<file path="config.mk">
export PLATFORM = sky130hd
export DESIGN_NAME = gf180mcu_icg_bank
export DESIGN_NICKNAME = d
export VERILOG_FILES = /design/src/rtl/gf180mcu_icg_bank.sv
export SDC_FILE = /design/constraint.sdc
export NUM_CORES = 1
export LEC_CHECK = 0
export CORE_MARGIN = 2
export CORE_UTILIZATION = 40
export DETAILED_ROUTE_END_ITERATION = 8
export GPL_TIMING_DRIVEN = 0
export PLACE_DENSITY = 0.65
export SYNTH_ARGS = -nofsm -noshare
export SYNTH_HDL_FRONTEND = slang
export SYNTH_SLANG_ARGS = --single-unit
export TNS_END_PERCENT = 30
</file>
<file path="constraint.sdc">
create_clock -name CLK -period 3.1 [get_ports CLK]
set_input_delay 0.31 -clock CLK [delete_from_list [all_inputs] [get_ports CLK]]
set_output_delay 0.31 -clock CLK [all_outputs]
set_load 0.01 [all_outputs]
</file>
<file path="src/rtl/gf180mcu_icg_bank.sv">
// Multi-channel latch-based clock-gate bank with per-channel idle hysteresis and a test bypass.
// Optional per-channel activity counters are compiled in with GF180MCU_ICG_ACTIVITY_CNT_EN.
//
// state    | meaning
// ST_OFF   | gate closed, Q parked, ACK low
// ST_ON    | E asserted, clock running
// ST_DRAIN | E dropped, clock kept running for the remaining hold cycles
module gf180mcu_icg_bank #(
   parameter int NCH  = 4,
   parameter int HOLD = 3,
   parameter int POL  = 0,
   parameter int CW   = 16
) (
   input  logic              CLK,
   input  logic              RN,
   input  logic [NCH-1:0]    E,
   input  logic              TE,
`ifdef GF180MCU_ICG_ACTIVITY_CNT_EN
   input  logic              CNT_CLR,
   output logic [NCH*CW-1:0] CNT,
`endif
   output logic [NCH-1:0]    Q,
   output logic [NCH-1:0]    ACK
);

   typedef enum logic [1:0] {
      ST_OFF   = 2'd0,
      ST_ON    = 2'd1,
      ST_DRAIN = 2'd2
   } state_t;

   localparam logic [7:0] HOLD_LD  = (HOLD == 0) ? 8'd0 : 8'(HOLD - 1);
   localparam logic       OPEN_LVL = (POL != 0);

   state_t         state_q [NCH];
   state_t         state_d [NCH];
   logic [7:0]     cnt_q   [NCH];
   logic [7:0]     cnt_d   [NCH];
   logic [NCH-1:0] en_r_q;
   logic [NCH-1:0] en_r_d;
   logic [NCH-1:0] gate_d;
   logic [NCH-1:0] gate_l;

   always_comb begin
      for (int i = 0; i < NCH; i++) begin
         state_d[i] = state_q[i];
         cnt_d[i]   = cnt_q[i];
         case (state_q[i])
            ST_OFF: begin
               if (E[i]) state_d[i] = ST_ON;
            end
            ST_ON: begin
               if (!E[i]) begin
                  if (HOLD == 0) begin
                     state_d[i] = ST_OFF;
                  end else begin
                     state_d[i] = ST_DRAIN;
                     cnt_d[i]   = HOLD_LD;
                  end
               end
            end
            ST_DRAIN: begin
               // a re-asserted E wins over an expiring count
               if (E[i]) begin
                  state_d[i] = ST_ON;
                  cnt_d[i]   = 8'd0;
               end else if (cnt_q[i] == 8'd0) begin
                  state_d[i] = ST_OFF;
               end else begin
                  cnt_d[i] = cnt_q[i] - 8'd1;
               end
            end
            default: begin
               state_d[i] = ST_OFF;
               cnt_d[i]   = 8'd0;
            end
         endcase
         en_r_d[i] = (state_d[i] != ST_OFF);
      end
   end

   always_ff @(posedge CLK or negedge RN) begin
      if (!RN) begin
         for (int i = 0; i < NCH; i++) begin
            state_q[i] <= ST_OFF;
            cnt_q[i]   <= 8'd0;
         end
         en_r_q <= '0;
      end else begin
         for (int i = 0; i < NCH; i++) begin
            state_q[i] <= state_d[i];
            cnt_q[i]   <= cnt_d[i];
         end
         en_r_q <= en_r_d;
      end
   end

   assign ACK    = en_r_q;
   assign gate_d = en_r_q | {NCH{TE}};

   // Transparent in the phase where Q is parked, so d may only move while Q cannot glitch.
   always_latch begin
      if (!RN) begin
         gate_l = '0;
      end else if (CLK == OPEN_LVL) begin
         gate_l = gate_d;
      end
   end

   generate
      if (POL == 0) begin : g_pos
         assign Q = {NCH{CLK}} & gate_l;
      end else begin : g_neg
         assign Q = {NCH{CLK}} | ~gate_l;
      end
   endgenerate

`ifdef GF180MCU_ICG_ACTIVITY_CNT_EN
   logic [CW-1:0] act_q [NCH];
   logic [CW-1:0] act_d [NCH];

   always_comb begin
      for (int i = 0; i < NCH; i++) begin
         act_d[i] = act_q[i];
         if (CNT_CLR) begin
            act_d[i] = '0;
         end else if ((en_r_q[i] || TE) && (act_q[i] != {CW{1'b1}})) begin
            act_d[i] = act_q[i] + 1'b1;
         end
      end
   end

   always_ff @(posedge CLK or negedge RN) begin
      if (!RN) begin
         for (int i = 0; i < NCH; i++) act_q[i] <= '0;
      end else begin
         for (int i = 0; i < NCH; i++) act_q[i] <= act_d[i];
      end
   end

   genvar gi;
   for (gi = 0; gi < NCH; gi++) begin : g_cnt
      assign CNT[gi*CW +: CW] = act_q[gi];
   end
`endif

endmodule

</file>
==> out/metrics.yaml, run 1 <==
run_status:
  status: "finished clean"
logic_synthesis:
  synthFlopType: "dfrtp_1"
  syn_inst: 317
  synth_warnings: 0
  synth_edf_count: 0
  synth_nets: 348
  ys_ff_latch: 48
  synth.distinct_cells: 49
  synth_async_sr_flop_share_pct: 91.7
  synth_area_um2: 2900
  avgSynthCellArea_um2: 9.14
cts:
  clock_latency_ps: 570
  cts_tree: "done"
  path_clk_slew_ps: 30
drt:
  post_drt_wl_per_cell_um: 14.3
  postRouteAntennaNets: 0
  drc: 0
  vias_per_cell: 5.63
  vias: 2590
  drtPass1Iterations: 6
  drt_iter0_drc: 113
  routed_wl_um: 6590
timing:
  worst_pin_slew_ps: 606
  slew_violations: 0
  rsz0062_at_grt: "false"
  fin_ws_ps: 88.0
  hold_violations: 0
  finClkSkew_ps: 63.1
  finalSetupViolations: 0
  slew_headroom_pct: 59.5
place:
  hpwl_um: 4290
  place.gp.congestion: 0.822
  port_buffers: 14
  placedInstanceArea_um2: 3180
  dpl_worst_slack_ps: 294
global_route:
  overflow: 0
  track_usage_pct: 20.0
  antenna_found_initial: 0
  grt_max_degree: 40
  grt_pass1_vias: 2524
  grt_pass1_wl_um: 11300
die:
  die_w_um: 89.1
  rows: 31
  die-area_um2: 7940
  io_pins: 15
  floorplan.initialDensity_pct: 40.6
  core_area_um2: 7140
  die_h_um: 89.1
pwr:
  p_leak_nw: 1.61
  ir_drop_v: 0.000307
  p_per_area_nw_per_um2: 967
cells_and_area:
  drive_gt1_share_pct: 11.6
  antenna_cells: 0
  fillers: 667
  stdcell_area_um2: 3540
  finalNetCount: 390
  area_growth_syn_to_layout_pct: 22.2
worst_setup_path:
  critPathCapture: "Q[1]"
  critPathArrivalTime_ps: 2700
  critPathKind: "latch to primary output"
  cp_max_fo: 1
  start_kind: "latch"
  reg2reg_depth: 7
  worstReg2RegEnd: "cnt_q[5]"
  worstSetupStartpoint: "gate_l[1]"
  critPathRequiredTime_ps: 2790
  r2r_slack_ps: 970
  timing.rr.start: "state_q[1]"
  end_kind: "primary output"
run:
  cap_viol_max_count: 0
min_path:
  hold_class: "input port to clock gate"
==> where the power goes <==
part,switching (mW),internal (mW),total (mW)
Sequential,0.154,0.746,0.900
Clock,0.375,0.726,1.10
Combinational,0.832,0.591,1.42
Total,1.36,2.06,3.42
==> per-layer routing <==
layer	track usage, %	vias up	wire (µm)
li1	-	1249	-
met4	18.5	0	229
met1	22.8	1242	3060
met3	10.6	28	315
met5	0	-	0
met2	26.5	71	2980
==> cells by family after synthesis <==
group,share of synthesized area [%]
muxes,1.08
buffers and inverters,3.11
AOI/OAI and AO/OA,24.4
adders and majority gates,10.4
DFF,38.0
latches,2.07
and+or+nand+nor,21.0
==> placed cells by master (no fill, tap or decap), types with 3 or more instances in the layout <==
cell type         n
dfrtp_1          44
clkbuf_8         23
a21o_1            3
nor3_1           11
o21ai_0          38
nand2b_1         10
or3_1             9
dlxtp_1           4
nand2_1          16
nor2b_1           9
nor3b_1           3
o21ai_1           5
o31ai_1          10
a21oi_1          19
nand3_1           6
nor2_1           25
or4_1             3
clkdlybuf4s50_1   9
nand3b_1          4
buf_2             4
inv_1            21
a31oi_1           8
and2_1            5
o21a_1            6
ha_1             24
a32o_1            3
==> layout make-up <==
class | instances | area, µm² | share of cell area, %
inverter | 20 | 75.1 | 2.12
timing repair buffer | 13 | 135 | 3.82
multi-input combinational | 247 | 1650 | 46.5
clock buffer | 27 | 337 | 9.51
buffer | 2 | 15.0 | 0.424
clock inverter | 4 | 46.3 | 1.31
tap | 99 | 124 | 3.50
sequential | 48 | 1160 | 32.8
==> cell usage after synthesis (6+ instances only) <==
cell      count  share of area [%]
or3_1         9                1.9
a21oi_1      19                3.3
o21ai_0      38                6.6
a31oi_1       8                1.7
nor2_1       25                3.2
nand2b_1     10                2.2
nor3_1       11                1.9
dfrtp_1      44                 38
nor2b_1       9                1.9
o21a_1        6                1.6
o31ai_1      10                2.6
inv_1        20                2.6
nand2_1      16                2.1
ha_1         24                 10
nand3_1       6                1.0
==> worst max-delay path, stage by stage (launching register included) <==
cell and delay [ps]:
dlxtp_1 320, and2_1 120, buf_2 120
==> worst min-delay path by stage <==
| stage | start | to | slack [ps] | cells after the start |
|---|---|---|---|---|
| after floorplan | RN | clock gate | -1240 | 0 |
| after global placement | cnt_q[31] | cnt_q[31] | 470 | 1 |
| after detailed placement | RN | clock gate | -780 | 2 |
| after CTS | RN | clock gate | 160 | 4 |
| after global routing | RN | cnt_q[21] | 210 | 2 |
| final | RN | clock gate | 140 | 4 |
==> flip-flops by register name, indices dropped and copies added (netlist names) <==
| signal | count |
|---|---|
| cnt_q | 32 |
| state_q | 8 |
| ACK | 4 |
| gate_l | 4 |
==> through the flow <==
| step | power [mW] | hold WS (ps) | utilization, % | std cells | TNS, ps |
|---|---|---|---|---|---|
| 2_1_floorplan | 1.98 | -1240 | - | 317 | 0 |
| 3_3_place_gp | 2.35 | 471 | 44.3 | 430 | -3350 |
| 3_5_place_dp | 2.39 | -779 | 44.5 | 431 | 0 |
| 4_1_cts | 3.46 | 157 | 49.8 | 460 | 0 |
| 5_1_grt | 3.73 | 213 | 49.6 | 460 | 0 |
| 6_report | 3.42 | 141 | 49.6 | 460 | 0 |
==> repair_timing <==
action | 4_1_cts | 5_1_grt
endpoints found under the hold margin | 45 | 0
pin swaps | 0 | 1
setup buffers | 0 | 0
gates resized for setup | 13 | 2
hold buffers | 2 | 0
setup endpoints to repair | 8 | 6
Note: power is estimated with default switching activity, not from simulation.
==> run 2: changes to the inputs <==
- DONT_BUFFER_PORTS: not set -> 1
- PLACE_DENSITY: 0.65 -> 0.62
==> out/metrics.yaml, run 2 (synthesis gave the netlist of run 1 again) <==
timing:
  setup_tns_ps: 0  # unchanged
  finClkSkew_ps: 35.7  # -27.4 ps
  slew_violations: 0  # unchanged
  hold_violations: 0  # unchanged
  worst_pin_slew_ps: 620  # +13.5 ps
  finalSetupViolations: 0  # unchanged
  slew_headroom_pct: 57.6  # -1.9 points
  rsz0062_at_grt: "false"
  fin_ws_ps: 176  # +87.9 ps
  hold-worst-slack_ps: 1.98  # -139 ps
pwr:
  p_seq_share_pct: 29.5  # +3.2 points
  p_clk_share_pct: 27.4  # -4.7 points
  p_per_area_nw_per_um2: 924  # -4.4%
  combPwrFrac_pct: 43.1  # +1.5 points
  p_int_mw: 1.78  # -14%
  swShare_pct: 42.5  # +2.7 points
  ir_drop_v: 0.000433  # +41%
  p_leak_nw: 1.51  # -6.3%
  power_switching_mw: 1.32  # -3.1%
  fin_total_pwr_mw: 3.10  # -9.4%
worst_setup_path:
  critPathKind: "latch to primary output"
  critPathRequiredTime_ps: 2790  # about the same
  crit_family: "latches"
  reg2reg_depth: 1  # -6
  critPathArrivalTime_ps: 2610  # -90 ps
  path_buf_inv: 0  # -1
  crit_chain: "and2_1"
  cp_max_fo: 1  # unchanged
  worstReg2RegEnd: "gate_l[2]"
  start_kind: "latch"
  cp_slowest_cell: "dlxtp_1"
  r2r_slack_ps: 950  # -20 ps
  timing.rr.start: "ACK[2]"
  slowest_delay_ps: 330  # about the same
  end_kind: "primary output"
die:
  floorplan.initialDensity_pct: 40.6  # unchanged
  die_w_um: 89.1  # unchanged
  core_area_um2: 7140  # unchanged
  die_h_um: 89.1  # unchanged
  io_pins: 15  # unchanged
  die-area_um2: 7940  # unchanged
  rows: 31  # unchanged
global_route:
  grt_max_degree: 50  # +25%
  top_usage_layer: "met2"
  overflow: 0  # unchanged
  grt_pass1_wl_um: 10700  # -5.4%
  met3_usage_pct: 9.42  # -1.2 points
  grtUsageMet1_pct: 21.4  # -1.3 points
  antenna_found_initial: 0  # unchanged
  grt_pass1_vias: 2424  # -4.0%
  track_usage_pct: 18.4  # -1.7 points
  use_met2_pct: 26.5  # -0.067 points
place:
  dp_cells: 416  # -3.5%
  port_buffers: 0  # -14
  placedInstanceArea_um2: 3020  # -4.9%
  place.gp.congestion: 0.806  # -1.9%
  hpwl_um: 4070  # -5.0%
  dpl_worst_slack_ps: 747  # +453 ps
cells_and_area:
  finalNetCount: 372  # -4.6%
  regMostFlops: "cnt_q"
  final_common_cell: "dfrtp_1"
  area_growth_syn_to_layout_pct: 15.8
  finish.utilization_pct: 47.0  # -2.6 points
  largest_reg_flops: 32  # unchanged
  multi_input_area_um2: 1650  # unchanged
  stdcell_area_um2: 3360  # -5.2%
  fillers: 725  # +8.7%
  final_cell_mix: "dfrtp_1 (44), o21ai_0 (38), nor2_1 (25), ha_1 (24), inv_1 (20)"
  reg_top3: "cnt_q: 32 flops, state_q: 8 flops"
  register_area_um2: 1160  # unchanged
  drive_gt1_share_pct: 9.62  # -2.0 points
  antenna_cells: 0  # unchanged
  final_cells: 442  # -3.9%
min_path:
  hold_class: "input port to clock gate"
  worstHoldStart: "RN"
  min_path_cells: 3  # -1
cts:
  clock_latency_ps: 550  # -20 ps
  path_clk_slew_ps: 30  # about the same
  post_cts_resized: 0  # -13
  cts_tree: "done"
run_status:
  status: "finished clean"
drt:
  vias_per_cell: 5.53  # -1.7%
  vias: 2446  # -5.6%
  drt_iter0_drc: 124  # +9.7%
  post_drt_wl_per_cell_um: 13.9  # -3.2%
  drc: 0  # unchanged
  drtPass1Iterations: 4  # -2
  postRouteAntennaNets: 0  # unchanged
  routed_wl_um: 6120  # -7.0%
run:
  cap_viol_max_count: 0  # unchanged
## run 2: changes by cell type in the layout (fill, tap and decap cells not counted), sizes merged
| cell | delta |
|---|---|
| dlygate4sd3 | +1 |
| clkdlybuf4s50 | -9 |
| bufinv | -1 |
| clkinvlp | +1 |
| clkinv | +1 |
| inv | -1 |
| buf | -4 |
| clkbuf | -6 |
## run 2: how the worst max path moves through the flow
stage | startpoint | end | slack [ps] | cells past startpoint
floorplan | gate_l[0] | Q[0] | 800 | 1
global placement | gate_l[2] | Q[2] | 750 | 1
detailed placement | gate_l[2] | Q[2] | 750 | 1
CTS | gate_l[2] | Q[2] | 150 | 1
global route | gate_l[2] | Q[2] | 120 | 1
finish | gate_l[2] | Q[2] | 180 | 1
## run 2: power groups by stage
| stage | sequential (mW) | clock, mW | combinational, mW |
|---|---|---|---|
| global route | 0.941 | 0.922 | 1.54 |
| detailed placement | 0.926 | 0.0381 | 1.30 |
| global placement | 0.922 | 0.0381 | 1.28 |
| CTS | 0.915 | 0.879 | 1.33 |
| floorplan | 0.881 | 0.0381 | 1.06 |
| finish | 0.914 | 0.849 | 1.34 |
## run 2: layout make-up
class	instances	share of cell area, %
Buffer	2	0.447
Clock buffer	18	7.38
Clock inverter	4	0.858
Inverter	20	2.24
Multi-Input combinational cell	247	49.1
Sequential cell	48	34.6
Tap cell	99	3.69
Timing Repair Buffer	4	1.72
## run 2: what timing repair did
item / 4_1_cts / 5_1_grt
endpoints found under the setup margin: 0 / 0
buffers inserted: 0 / 0
endpoints found under the hold margin: 49 / 0
hold buffers: 4 / 0
## run 2: routing by layer
metal / wire length (µm) / share of wire (%)
met1: 2900 / 47
met2: 2750 / 45
met3: 363 / 5.9
met4: 116 / 1.9
met5: 0 / 0
